`config.mk`:
```
export PLATFORM = sky130hd
export DESIGN_NAME = shared_mul_arbiter_flat
export DESIGN_NICKNAME = d
export VERILOG_FILES = /design/src/rtl/shared_mul_pkg.sv /design/src/rtl/shared_mul_arbiter_if.sv /design/src/rtl/mul_core.sv /design/src/rtl/shared_mul_arbiter.sv /design/src/flat_wrapper.sv
export SDC_FILE = /design/constraint.sdc
export NUM_CORES = 1
export LEC_CHECK = 0
export CAP_MARGIN = 20
export CORE_AREA = 5 5 190 192
export CTS_CLUSTER_SIZE = 8
export DETAILED_ROUTE_END_ITERATION = 16
export DIE_AREA = 0 0 195 197
export PLACE_DENSITY = 0.45
export RECOVER_POWER = 100
export SYNTH_ARGS = -nofsm -noshare
export SYNTH_HDL_FRONTEND = slang
export SYNTH_SLANG_ARGS = --single-unit
export TNS_END_PERCENT = 30
```
`constraint.sdc`:
```
create_clock -name clk_i -period 2.9 [get_ports clk_i]
set_input_delay 0.725 -clock clk_i [delete_from_list [all_inputs] [get_ports clk_i]]
set_output_delay 0.725 -clock clk_i [all_outputs]
set_load 0.05 [all_outputs]
```
`src/rtl/shared_mul_pkg.sv`:
```
// Shared constants for the two-core shift-add multiplier arbiter: FSM encoding,
// default operand width and step-counter width.
package shared_mul_pkg;

  localparam int DEFAULT_WIDTH = 32;
  localparam int DEFAULT_CNT_W = $clog2(DEFAULT_WIDTH);

  typedef enum logic [1:0] {
    IDLE = 2'd0,
    MUL  = 2'd1,
    DONE = 2'd2
  } state_e;

  function automatic int cnt_width(input int width);
    return (width > 1) ? $clog2(width) : 1;
  endfunction

endpackage

```
`src/rtl/shared_mul_arbiter_if.sv`:
```
// Request/operand/response bundle between two cores and the shared multiplier.
// master = requesting side, slave = arbiter side.
interface shared_mul_arbiter_if
  import shared_mul_pkg::*;
#(
  parameter int WIDTH = DEFAULT_WIDTH
);

  logic             req0_i;
  logic             req1_i;
  logic [WIDTH-1:0] a0_i;
  logic [WIDTH-1:0] b0_i;
  logic [WIDTH-1:0] a1_i;
  logic [WIDTH-1:0] b1_i;
  logic [1:0]       gnt_o;
  logic             done0_o;
  logic             done1_o;
  logic [WIDTH-1:0] result_o;
  logic             stall0_o;
  logic             stall1_o;

  modport master (
    output req0_i, req1_i, a0_i, b0_i, a1_i, b1_i,
    input  gnt_o, done0_o, done1_o, result_o, stall0_o, stall1_o
  );

  modport slave (
    input  req0_i, req1_i, a0_i, b0_i, a1_i, b1_i,
    output gnt_o, done0_o, done1_o, result_o, stall0_o, stall1_o
  );

endinterface

```
`src/rtl/mul_core.sv`:
```
// Shift-add multiplier datapath: operand latch, accumulator, shifters, step counter.
// Macro SHARED_MUL_EARLY_EXIT_EN ends the operation once the remaining multiplier is zero.
module mul_core
  import shared_mul_pkg::*;
#(
  parameter int WIDTH = DEFAULT_WIDTH
) (
  input  logic             clk_i,
  input  logic             rst_i,
  input  logic             start_i,
  input  logic             step_i,
  input  logic [WIDTH-1:0] a_i,
  input  logic [WIDTH-1:0] b_i,
  output logic [WIDTH-1:0] acc_next_o,
  output logic             last_o
);

  localparam int CW = (WIDTH == DEFAULT_WIDTH) ? DEFAULT_CNT_W : cnt_width(WIDTH);

  logic [WIDTH-1:0] mcand_q, mcand_d;
  logic [WIDTH-1:0] mplier_q, mplier_d;
  logic [WIDTH-1:0] acc_q, acc_d;
  logic [WIDTH-1:0] acc_step_s;
  logic [CW-1:0]    cnt_q, cnt_d;
  logic             cnt_last_s;

  // Sum wraps at WIDTH bits, so overflow is dropped for free.
  assign acc_step_s = mplier_q[0] ? (acc_q + mcand_q) : acc_q;
  assign cnt_last_s = (cnt_q == CW'(WIDTH - 1));
  assign acc_next_o = acc_step_s;

`ifdef SHARED_MUL_EARLY_EXIT_EN
  assign last_o = cnt_last_s || (mplier_q[WIDTH-1:1] == {(WIDTH-1){1'b0}});
`else
  assign last_o = cnt_last_s;
`endif

  // Next-state for operand latch and one shift-add step per cycle.
  always_comb begin
    mcand_d  = mcand_q;
    mplier_d = mplier_q;
    acc_d    = acc_q;
    cnt_d    = cnt_q;
    if (start_i) begin
      mcand_d  = a_i;
      mplier_d = b_i;
      acc_d    = {WIDTH{1'b0}};
      cnt_d    = {CW{1'b0}};
    end else if (step_i) begin
      mcand_d  = {mcand_q[WIDTH-2:0], 1'b0};
      mplier_d = {1'b0, mplier_q[WIDTH-1:1]};
      acc_d    = acc_step_s;
      cnt_d    = cnt_q + CW'(1);
    end else begin
      mcand_d  = mcand_q;
      mplier_d = mplier_q;
      acc_d    = acc_q;
      cnt_d    = cnt_q;
    end
  end

  // Datapath registers.
  always_ff @(posedge clk_i or negedge rst_i) begin
    if (!rst_i) begin
      mcand_q  <= {WIDTH{1'b0}};
      mplier_q <= {WIDTH{1'b0}};
      acc_q    <= {WIDTH{1'b0}};
      cnt_q    <= {CW{1'b0}};
    end else begin
      mcand_q  <= mcand_d;
      mplier_q <= mplier_d;
      acc_q    <= acc_d;
      cnt_q    <= cnt_d;
    end
  end

endmodule

```
`src/rtl/shared_mul_arbiter.sv`:
```
// Round-robin arbiter sharing one shift-add multiplier between two cores.
// Macro SHARED_MUL_EARLY_EXIT_EN (applied in mul_core) enables early completion.
module shared_mul_arbiter
  import shared_mul_pkg::*;
#(
  parameter int WIDTH = DEFAULT_WIDTH
) (
  input  logic                 clk_i,
  input  logic                 rst_i,
  shared_mul_arbiter_if.slave  bus
);

  state_e           state_q, state_d;
  logic             owner_q, owner_d;
  logic             ptr_q, ptr_d;
  logic [1:0]       gnt_q, gnt_d;
  logic             done0_q, done0_d;
  logic             done1_q, done1_d;
  logic [WIDTH-1:0] result_q, result_d;

  logic             both_s;
  logic             winner_s;
  logic             start_s;
  logic             step_s;
  logic             last_s;
  logic [WIDTH-1:0] a_sel_s;
  logic [WIDTH-1:0] b_sel_s;
  logic [WIDTH-1:0] acc_next_s;

  assign both_s   = bus.req0_i & bus.req1_i;
  assign winner_s = both_s ? ptr_q : bus.req1_i;
  assign a_sel_s  = winner_s ? bus.a1_i : bus.a0_i;
  assign b_sel_s  = winner_s ? bus.b1_i : bus.b0_i;

  mul_core #(
    .WIDTH (WIDTH)
  ) u_mul_core (
    .clk_i      (clk_i),
    .rst_i      (rst_i),
    .start_i    (start_s),
    .step_i     (step_s),
    .a_i        (a_sel_s),
    .b_i        (b_sel_s),
    .acc_next_o (acc_next_s),
    .last_o     (last_s)
  );

  // FSM next-state, grant, pointer and completion outputs.
  always_comb begin
    state_d  = state_q;
    owner_d  = owner_q;
    ptr_d    = ptr_q;
    gnt_d    = gnt_q;
    done0_d  = 1'b0;
    done1_d  = 1'b0;
    result_d = {WIDTH{1'b0}};
    start_s  = 1'b0;
    step_s   = 1'b0;
    case (state_q)
      IDLE: begin
        if (bus.req0_i | bus.req1_i) begin
          start_s = 1'b1;
          owner_d = winner_s;
          // A lone requester is either the pointed core or already the
          // non-pointed one, so only a tie moves the pointer.
          ptr_d   = both_s ? ~ptr_q : ptr_q;
          gnt_d   = winner_s ? 2'b10 : 2'b01;
          state_d = MUL;
        end else begin
          gnt_d   = 2'b00;
          state_d = IDLE;
        end
      end
      MUL: begin
        step_s = 1'b1;
        if (last_s) begin
          state_d  = DONE;
          done0_d  = ~owner_q;
          done1_d  = owner_q;
          result_d = acc_next_s;
        end else begin
          state_d = MUL;
        end
      end
      DONE: begin
        state_d = IDLE;
        gnt_d   = 2'b00;
      end
      default: begin
        state_d = IDLE;
        gnt_d   = 2'b00;
      end
    endcase
  end

  // Control and output registers.
  always_ff @(posedge clk_i or negedge rst_i) begin
    if (!rst_i) begin
      state_q  <= IDLE;
      owner_q  <= 1'b0;
      ptr_q    <= 1'b0;
      gnt_q    <= 2'b00;
      done0_q  <= 1'b0;
      done1_q  <= 1'b0;
      result_q <= {WIDTH{1'b0}};
    end else begin
      state_q  <= state_d;
      owner_q  <= owner_d;
      ptr_q    <= ptr_d;
      gnt_q    <= gnt_d;
      done0_q  <= done0_d;
      done1_q  <= done1_d;
      result_q <= result_d;
    end
  end

  assign bus.gnt_o    = gnt_q;
  assign bus.done0_o  = done0_q;
  assign bus.done1_o  = done1_q;
  assign bus.result_o = result_q;
  assign bus.stall0_o = bus.req0_i & ~done0_q;
  assign bus.stall1_o = bus.req1_i & ~done1_q;

endmodule

```
`src/flat_wrapper.sv`:
```
// flat-port wrapper written by rule: the top's interface ports become plain ports
module shared_mul_arbiter_flat import shared_mul_pkg::*;
#(
  parameter int WIDTH = DEFAULT_WIDTH
)
  (clk_i, rst_i, bus_req0_i, bus_req1_i, bus_a0_i, bus_b0_i, bus_a1_i, bus_b1_i, bus_gnt_o, bus_done0_o, bus_done1_o, bus_result_o, bus_stall0_o, bus_stall1_o);
  shared_mul_arbiter_if #(.WIDTH(WIDTH)) bus_i ();
  input  logic clk_i;
  input  logic rst_i;
  input wire logic [$bits(bus_i.req0_i)-1:0] bus_req0_i;
  input wire logic [$bits(bus_i.req1_i)-1:0] bus_req1_i;
  input wire logic [$bits(bus_i.a0_i)-1:0] bus_a0_i;
  input wire logic [$bits(bus_i.b0_i)-1:0] bus_b0_i;
  input wire logic [$bits(bus_i.a1_i)-1:0] bus_a1_i;
  input wire logic [$bits(bus_i.b1_i)-1:0] bus_b1_i;
  output wire logic [$bits(bus_i.gnt_o)-1:0] bus_gnt_o;
  output wire logic [$bits(bus_i.done0_o)-1:0] bus_done0_o;
  output wire logic [$bits(bus_i.done1_o)-1:0] bus_done1_o;
  output wire logic [$bits(bus_i.result_o)-1:0] bus_result_o;
  output wire logic [$bits(bus_i.stall0_o)-1:0] bus_stall0_o;
  output wire logic [$bits(bus_i.stall1_o)-1:0] bus_stall1_o;
  assign bus_i.req0_i = bus_req0_i;
  assign bus_i.req1_i = bus_req1_i;
  assign bus_i.a0_i = bus_a0_i;
  assign bus_i.b0_i = bus_b0_i;
  assign bus_i.a1_i = bus_a1_i;
  assign bus_i.b1_i = bus_b1_i;
  assign bus_gnt_o = bus_i.gnt_o;
  assign bus_done0_o = bus_i.done0_o;
  assign bus_done1_o = bus_i.done1_o;
  assign bus_result_o = bus_i.result_o;
  assign bus_stall0_o = bus_i.stall0_o;
  assign bus_stall1_o = bus_i.stall1_o;
  shared_mul_arbiter #(.WIDTH(WIDTH)) u_core (.clk_i(clk_i), .rst_i(rst_i), .bus(bus_i));
endmodule
```
; Yosys cells after proc, flatten, opt, wreduce, memory -nomap -nowiden
; Cells that the tools add are included.
; Widths: inputs -> output; s select.
[totals]
register_bits = 141
in_bits = 132
out_inout_bits = 38
[classes]
n_addsub = 2
n_eq_ne = 2
mux = 27
bitwise = 8
n_reduce_logical = 4
[ops]
columns = cell, count
row1 = $mux 32, 11
row2 = $add 32x32->32, 1
row3 = $mux 5, 2
row4 = $mux 1, 9
row5 = $pmux 2 s2, 2
row6 = $mux 2, 3
row7 = $add 5x1->5 const B, 1
row8 = $eq 5x5->1 const B, 1
row9 = $not 1->1, 4
row10 = $and 1x1->1, 3
row11 = $reduce_and 3->1, 1
row12 = $eq 2x1->1 const B, 1
row13 = $logic_not 2->1, 1
row14 = $reduce_and 2->1, 1
row15 = $reduce_bool 2->1, 1
row16 = $or 1x1->1, 1

; Depth between registers and ports, before layout
[logic_depth]
depth_word = 5
depth_mapped = 11

; Hierarchy
; Synthesis repeated with hierarchy kept, for this count alone.
[hier_totals]
hier_cells = 871
area_unflattened_um2 = 8902.3
[modules_own_cells]
columns = module, n_inst, cells_per_inst, area_per_inst_um2, seq_area_each_um2
row1 = mul_core, 1, 701, 6444.9, 2527.4
row2 = shared_mul_arbiter, 1, 170, 2457.4, 1001.0

; Worst setup path after synthesis
; OpenSTA, ideal clock, no wires.
[synth_path]
path_kind = register to register
startpoint = register u_core.u_mul_core.mcand_q[4]
endpoint = register u_core.result_q[31], in the netlist u_core.bus.result_o[31]
setup_time_ns = 0.119
t_arrival_ns = 2.345
t_required_ns = 2.781
path_slack_ns = 0.436
path_stages_with_launch = 10
n_path_buf = 0
cell_sequence = dfrtp_1 -> ha_1 -> a21o_1 -> o21bai_4 -> o221a_1 -> o211a_1 -> or4_4 -> nand3_2 -> xnor2_1 -> nor2_1
[synth_via]
elab_chain_cells = 4
[synth_rtl]
columns = element, line
row1 = start: declaration, mul_core.sv:20  ; logic [WIDTH-1:0] mcand_q, mcand_d;
row2 = start signal: assignment, mul_core.sv:65  ; mcand_q <= {WIDTH{1'b0}};
row3 = start signal: assignment, mul_core.sv:70  ; mcand_q <= mcand_d;
row4 = $add 32x32->32, mul_core.sv:28  ; assign acc_step_s = mplier_q[0] ? (acc_q + mcand_q) : acc_q;
row5 = $mux 32, mul_core.sv:28
row6 = $mux 32, shared_mul_arbiter.sv:76  ; if (last_s) begin
row7 = $mux 32, shared_mul_arbiter.sv:59  ; case (state_q)
row8 = net u_core.result_d[31], shared_mul_arbiter.sv:19  ; logic [WIDTH-1:0] result_q, result_d;
row9 = end signal: assignment, shared_mul_arbiter.sv:105  ; result_q <= {WIDTH{1'b0}};
row10 = end signal: assignment, shared_mul_arbiter.sv:113  ; result_q <= result_d;
row11 = end: declaration, shared_mul_arbiter.sv:19
; The timed path passes the listed nets, and every way through them passes these cells.
; A chain may end at the register's enable or synchronous reset.

; Worst setup path in the final report
[layout_path]
startpoint = register u_core.u_mul_core.mcand_q[0]
endpoint = register u_core.result_q[28], in the netlist u_core.bus.result_o[28]
; The elaborated chain is that of the path after synthesis.

==> results by stage <==
Run status:
- The run finished with clean final reports.

Final layout:
- The register area is 0.00353 mm².
- The number of inserted filler cells in the final layout is around 3.6k.
- The final layout contains 1276 nets.
- The finished layout holds 1577 standard cells, fillers aside.
- The number of antenna diodes in the final layout is 0.
- For this run, the share of the core covered by cells in the final layout is 0.331.
- In the final layout, the multi-input gates occupy 0.00461 mm².
- The post-synthesis to final-layout area growth is 33.9%.
- Of the cells placed in the final design, the portion with a size suffix greater than 1 is 0.0677.

Timing:
- Clock skew on the completed layout was measured at 11.1 ps.
- At the pin with the least slew margin, the transition time is 1290 ps.
- The final-report setup violation count is 0.
- The max-slew violation count is 0.
- The final count of hold timing violations is 0.
- On the final layout, the worst hold slack is 456 ps.
- In the finished design, the share of the clock period the worst path needs comes to 0.946.
- The highest clock rate is approximately 360 MHz.
- The sum of negative setup slack is 0 ps.
- The worst slew margin relative to its limit is 0.138.
- Setup repair after global routing left no endpoint under its margin.
- For the finished layout, the period the worst path requires is 2740 ps.

Synthesis:
- Of the post-synthesis cell area, the part taken by muxes is 0.0983.
- Summed over all instances, the cell type with the most area after synthesis is sky130_fd_sc_hd__dfrtp_1.
- The number of warning messages in the yosys log is 0.
- By area, the combinational part of the netlist is dominated by compound AO/OA/AOI/OAI gates.
- The synthesis-stage register bit count is 141.
- The synthesized cell area is 0.00845 mm².
- Of the total synthesized cell area, the portion taken by full adders, half adders and majority gates is 0.0512.
- The post-synthesis average cell area is 8.87 µm².
- Of the post-synthesis cell area, the dominant cell type holds 0.417.
- Yosys attributes the largest share of cell area to sky130_fd_sc_hd__dfrtp_1, sky130_fd_sc_hd__mux2i_1, sky130_fd_sc_hd__a21oi_1.
- The xor and xnor area share after synthesis is 0.0301.
- Of the total synthesized cell area, the portion taken by AND, OR, NAND and NOR gates is 0.152.
- Among all cell types in the netlist, the one instantiated most often is sky130_fd_sc_hd__dfrtp_1.
- For this run, the leading register cell type out of synthesis is sky130_fd_sc_hd__dfrtp_1.
- The number of unique standard cell types used by synthesis is 64.
- The share of the yosys chip area belonging to registers is 0.417.
- Synthesis produced 953 cells.
- The fraction of registers with async set/reset is 1.00.
- By count the netlist is led by sky130_fd_sc_hd__dfrtp_1, sky130_fd_sc_hd__nand2_1, sky130_fd_sc_hd__nor2_1, sky130_fd_sc_hd__a21oi_1, sky130_fd_sc_hd__o21ai_0.
- In this run, synthesis inferred 0 flip-flops with an integrated enable.
- The post-synthesis compound-gate area fraction is 0.211.
- The post-synth net total is 1119.

Setup path:
- The critical path in this run is classified as flop to flop.
- In this run the worst path has a maximum fanout of 3.
- At the worst endpoint, the arrival time is approximately 3100 ps.
- The nature of the critical path startpoint is a flop.
- The worst setup path is captured at a flop.
- The required arrival time at the worst endpoint is 3250 ps.

Clocking:
- The number of setup buffers added after CTS is 0.
- CTS saw roughly 140 sinks.
- The H-tree depth is 4.
- After clock tree synthesis, the clock-pin slew on the worst setup and hold paths is ~60 ps.
- The TritonCTS buffer count is 17.
- The root buffer cell chosen for the clock tree is sky130_fd_sc_hd__clkbuf_16.
- For the worst-skew pair, the clock arrives at the later sink with an insertion delay of 420 ps.
- The clock tree from TritonCTS is yes.
- For this design, the CTS-stage hold fixing added 0 buffers.
- The maximum buffer depth of the clock tree is 2.

Routing:
- The total iterations of the first detailed-routing run is 6.
- The detail-routed net length per standard cell is 16.6 µm.
- After the first detailed-routing iteration, the DRC count stood at 331.
- The via density per instance is 4.63.
- The routed wire length is 26200 µm.
- The number of nets still failing antenna checks after routing is 0.
- The total number of vias is between 7k and 8k.
- For this run, design rule violations remaining after detail routing come to 0.

Min path:
- The worst min-delay path class is flop to flop.

Floorplan:
- The overall die area is 0.0384 mm².
- The die is 195 µm wide.
- The I/O pin count is between 150 and 200.
- In this run the standard cell core region covers 0.0342 mm².
- The floorplan step set the die height to 197 µm.
- The number of core rows is 68.
- The starting density of the core is 0.247.

Placed design:
- Including well taps, the total number of placed cells is 1546.
- After legalization and detailed placement, the total HPWL measured between 15000 and 20000 µm.
- Input and output buffers added on the ports amount to about 170.
- At the end of routability-driven placement, the weighted congestion stood at 0.858.

Global route:
- The first global-routing pass estimated 42800 µm of wire.
- The initial antenna violation count is 0.
- Across every metal layer, demand over resource in global routing totals 0.137.
- The largest net degree at the start of global routing is 78.
- The number of global-route vias before repair is approximately 7.8k.
- The leftover overflow at the end of global routing is 0.

Flow run:
- The number of max-cap violations is 0.

Pwr:
- For this design the ratio of total power to cell area is 912 mW/mm².
- The leakage power total is 5.12 nW.
- The worst-case IR drop observed on VDD is 0.000418 V.
==> per-layer routing <==
| layer | vias up | GRT usage | wire length (µm) |
|---|---|---|---|
| li1 | 3709 | - | - |
| met1 | 3436 | 0.193 | 13000 |
| met2 | 152 | 0.218 | 11900 |
| met3 | 8 | 0.0311 | 1150 |
| met4 | 0 | 0.0277 | 111 |
| met5 | - | 0 | 0 |
==> repair_timing <==
item                                    in CTS  in global routing
gates resized for setup                      0                  1
endpoints found under the setup margin       0                  2
hold endpoints to repair                     0                  0
==> cell type report <==
type | count | share of cell area
multi-input combinational | 737 | 0.407
sequential | 141 | 0.312
timing repair buffer | 201 | 0.176
tap | 455 | 0.0503
clock buffer | 20 | 0.0404
clock inverter | 11 | 0.0106
inverter | 12 | 0.00398
==> power by group <==
group | switching, mW | internal (mW) | total, mW
clock network | 0.892 | 1.30 | 2.20
logic | 2.89 | 2.11 | 5.00
registers | 0.532 | 2.59 | 3.12
total | 4.32 | 6.00 | 10.3
==> stage by stage <==
stage | worst slack [ps] | area [µm²] | power (mW)
global route | 3.39 | 11300 | 11.2
floorplan | 436 | 8450 | 6.62
global placement | 145 | 10800 | 8.19
detailed placement | 138 | 10800 | 8.22
finish | 157 | 11300 | 10.3
CTS | 99.3 | 11400 | 10.5
==> registers in the layout, indices dropped and copies added (netlist names) <==
register / cells
u_core.state_q: 2
u_core.bus.gnt_o: 2
u_core.u_mul_core.cnt_q: 5
u_core.u_mul_core.mplier_q: 32
u_core.u_mul_core.acc_q: 32
u_core.u_mul_core.mcand_q: 32
u_core.ptr_q: 1
u_core.bus.result_o: 32
u_core.bus.done0_o: 1
u_core.owner_q: 1
u_core.bus.done1_o: 1
==> critical path, stage by stage, from the launching register on <==
cell,delay (ps)
sky130_fd_sc_hd__dfrtp_1,380
sky130_fd_sc_hd__ha_1,220
sky130_fd_sc_hd__inv_1,70
sky130_fd_sc_hd__fa_1,400
sky130_fd_sc_hd__nor2b_1,200
sky130_fd_sc_hd__o2111ai_1,170
sky130_fd_sc_hd__a21oi_2,190
sky130_fd_sc_hd__o31ai_1,80
sky130_fd_sc_hd__buf_4,170
sky130_fd_sc_hd__nand2_1,60
sky130_fd_sc_hd__o21bai_1,130
sky130_fd_sc_hd__or4b_1,520
sky130_fd_sc_hd__nand3_1,80
==> kinds of logic (layout without fill, tap and decap cells) <==
logic type / Yosys count / after routing
flip-flops: 141 / 141
XOR/XNOR: 29 / 29
adder cells (fa/ha/maj): 34 / 34
AO/OA/AOI/OAI: 296 / 296
buffers and inverters: 75 / 244
multiplexers: 83 / 83
AND/OR/NAND/NOR: 295 / 295
==> placed cells by master (no fill, tap or decap), drive strengths merged, types with 6 or more instances in the layout <==
master,n
nor3,8
clkdlybuf4s50,129
dlygate4sd3,37
ha,33
mux2i,83
dfrtp,141
clkbuf,29
xnor2,22
a21o,17
and3,6
nor2,112
a211oi,7
buf,26
o21a,6
a22o,19
xor2,7
a21oi,102
nand2,114
clkinv,6
nand4,9
inv,12
o21ai,105
nand3,18
==> worst paths after layout <==
path | start | endpoint | slack (ps) | depth (start not counted)
worst max-delay path | u_core.u_mul_core.mcand_q[0] | u_core.bus.result_o[28] | 160 | 12
worst min register to register | u_core.owner_q | u_core.bus.done0_o | 460 | 1
worst max register to register | u_core.u_mul_core.mcand_q[0] | u_core.bus.result_o[28] | 160 | 12
worst min-delay path | u_core.owner_q | u_core.bus.done0_o | 460 | 1
max in group asynchronous | rst_i | u_core.u_mul_core.cnt_q[3] | 1390 | 2
min in group asynchronous | rst_i | u_core.bus.result_o[20] | 580 | 1
Note: power is estimated with default switching activity, not from simulation.
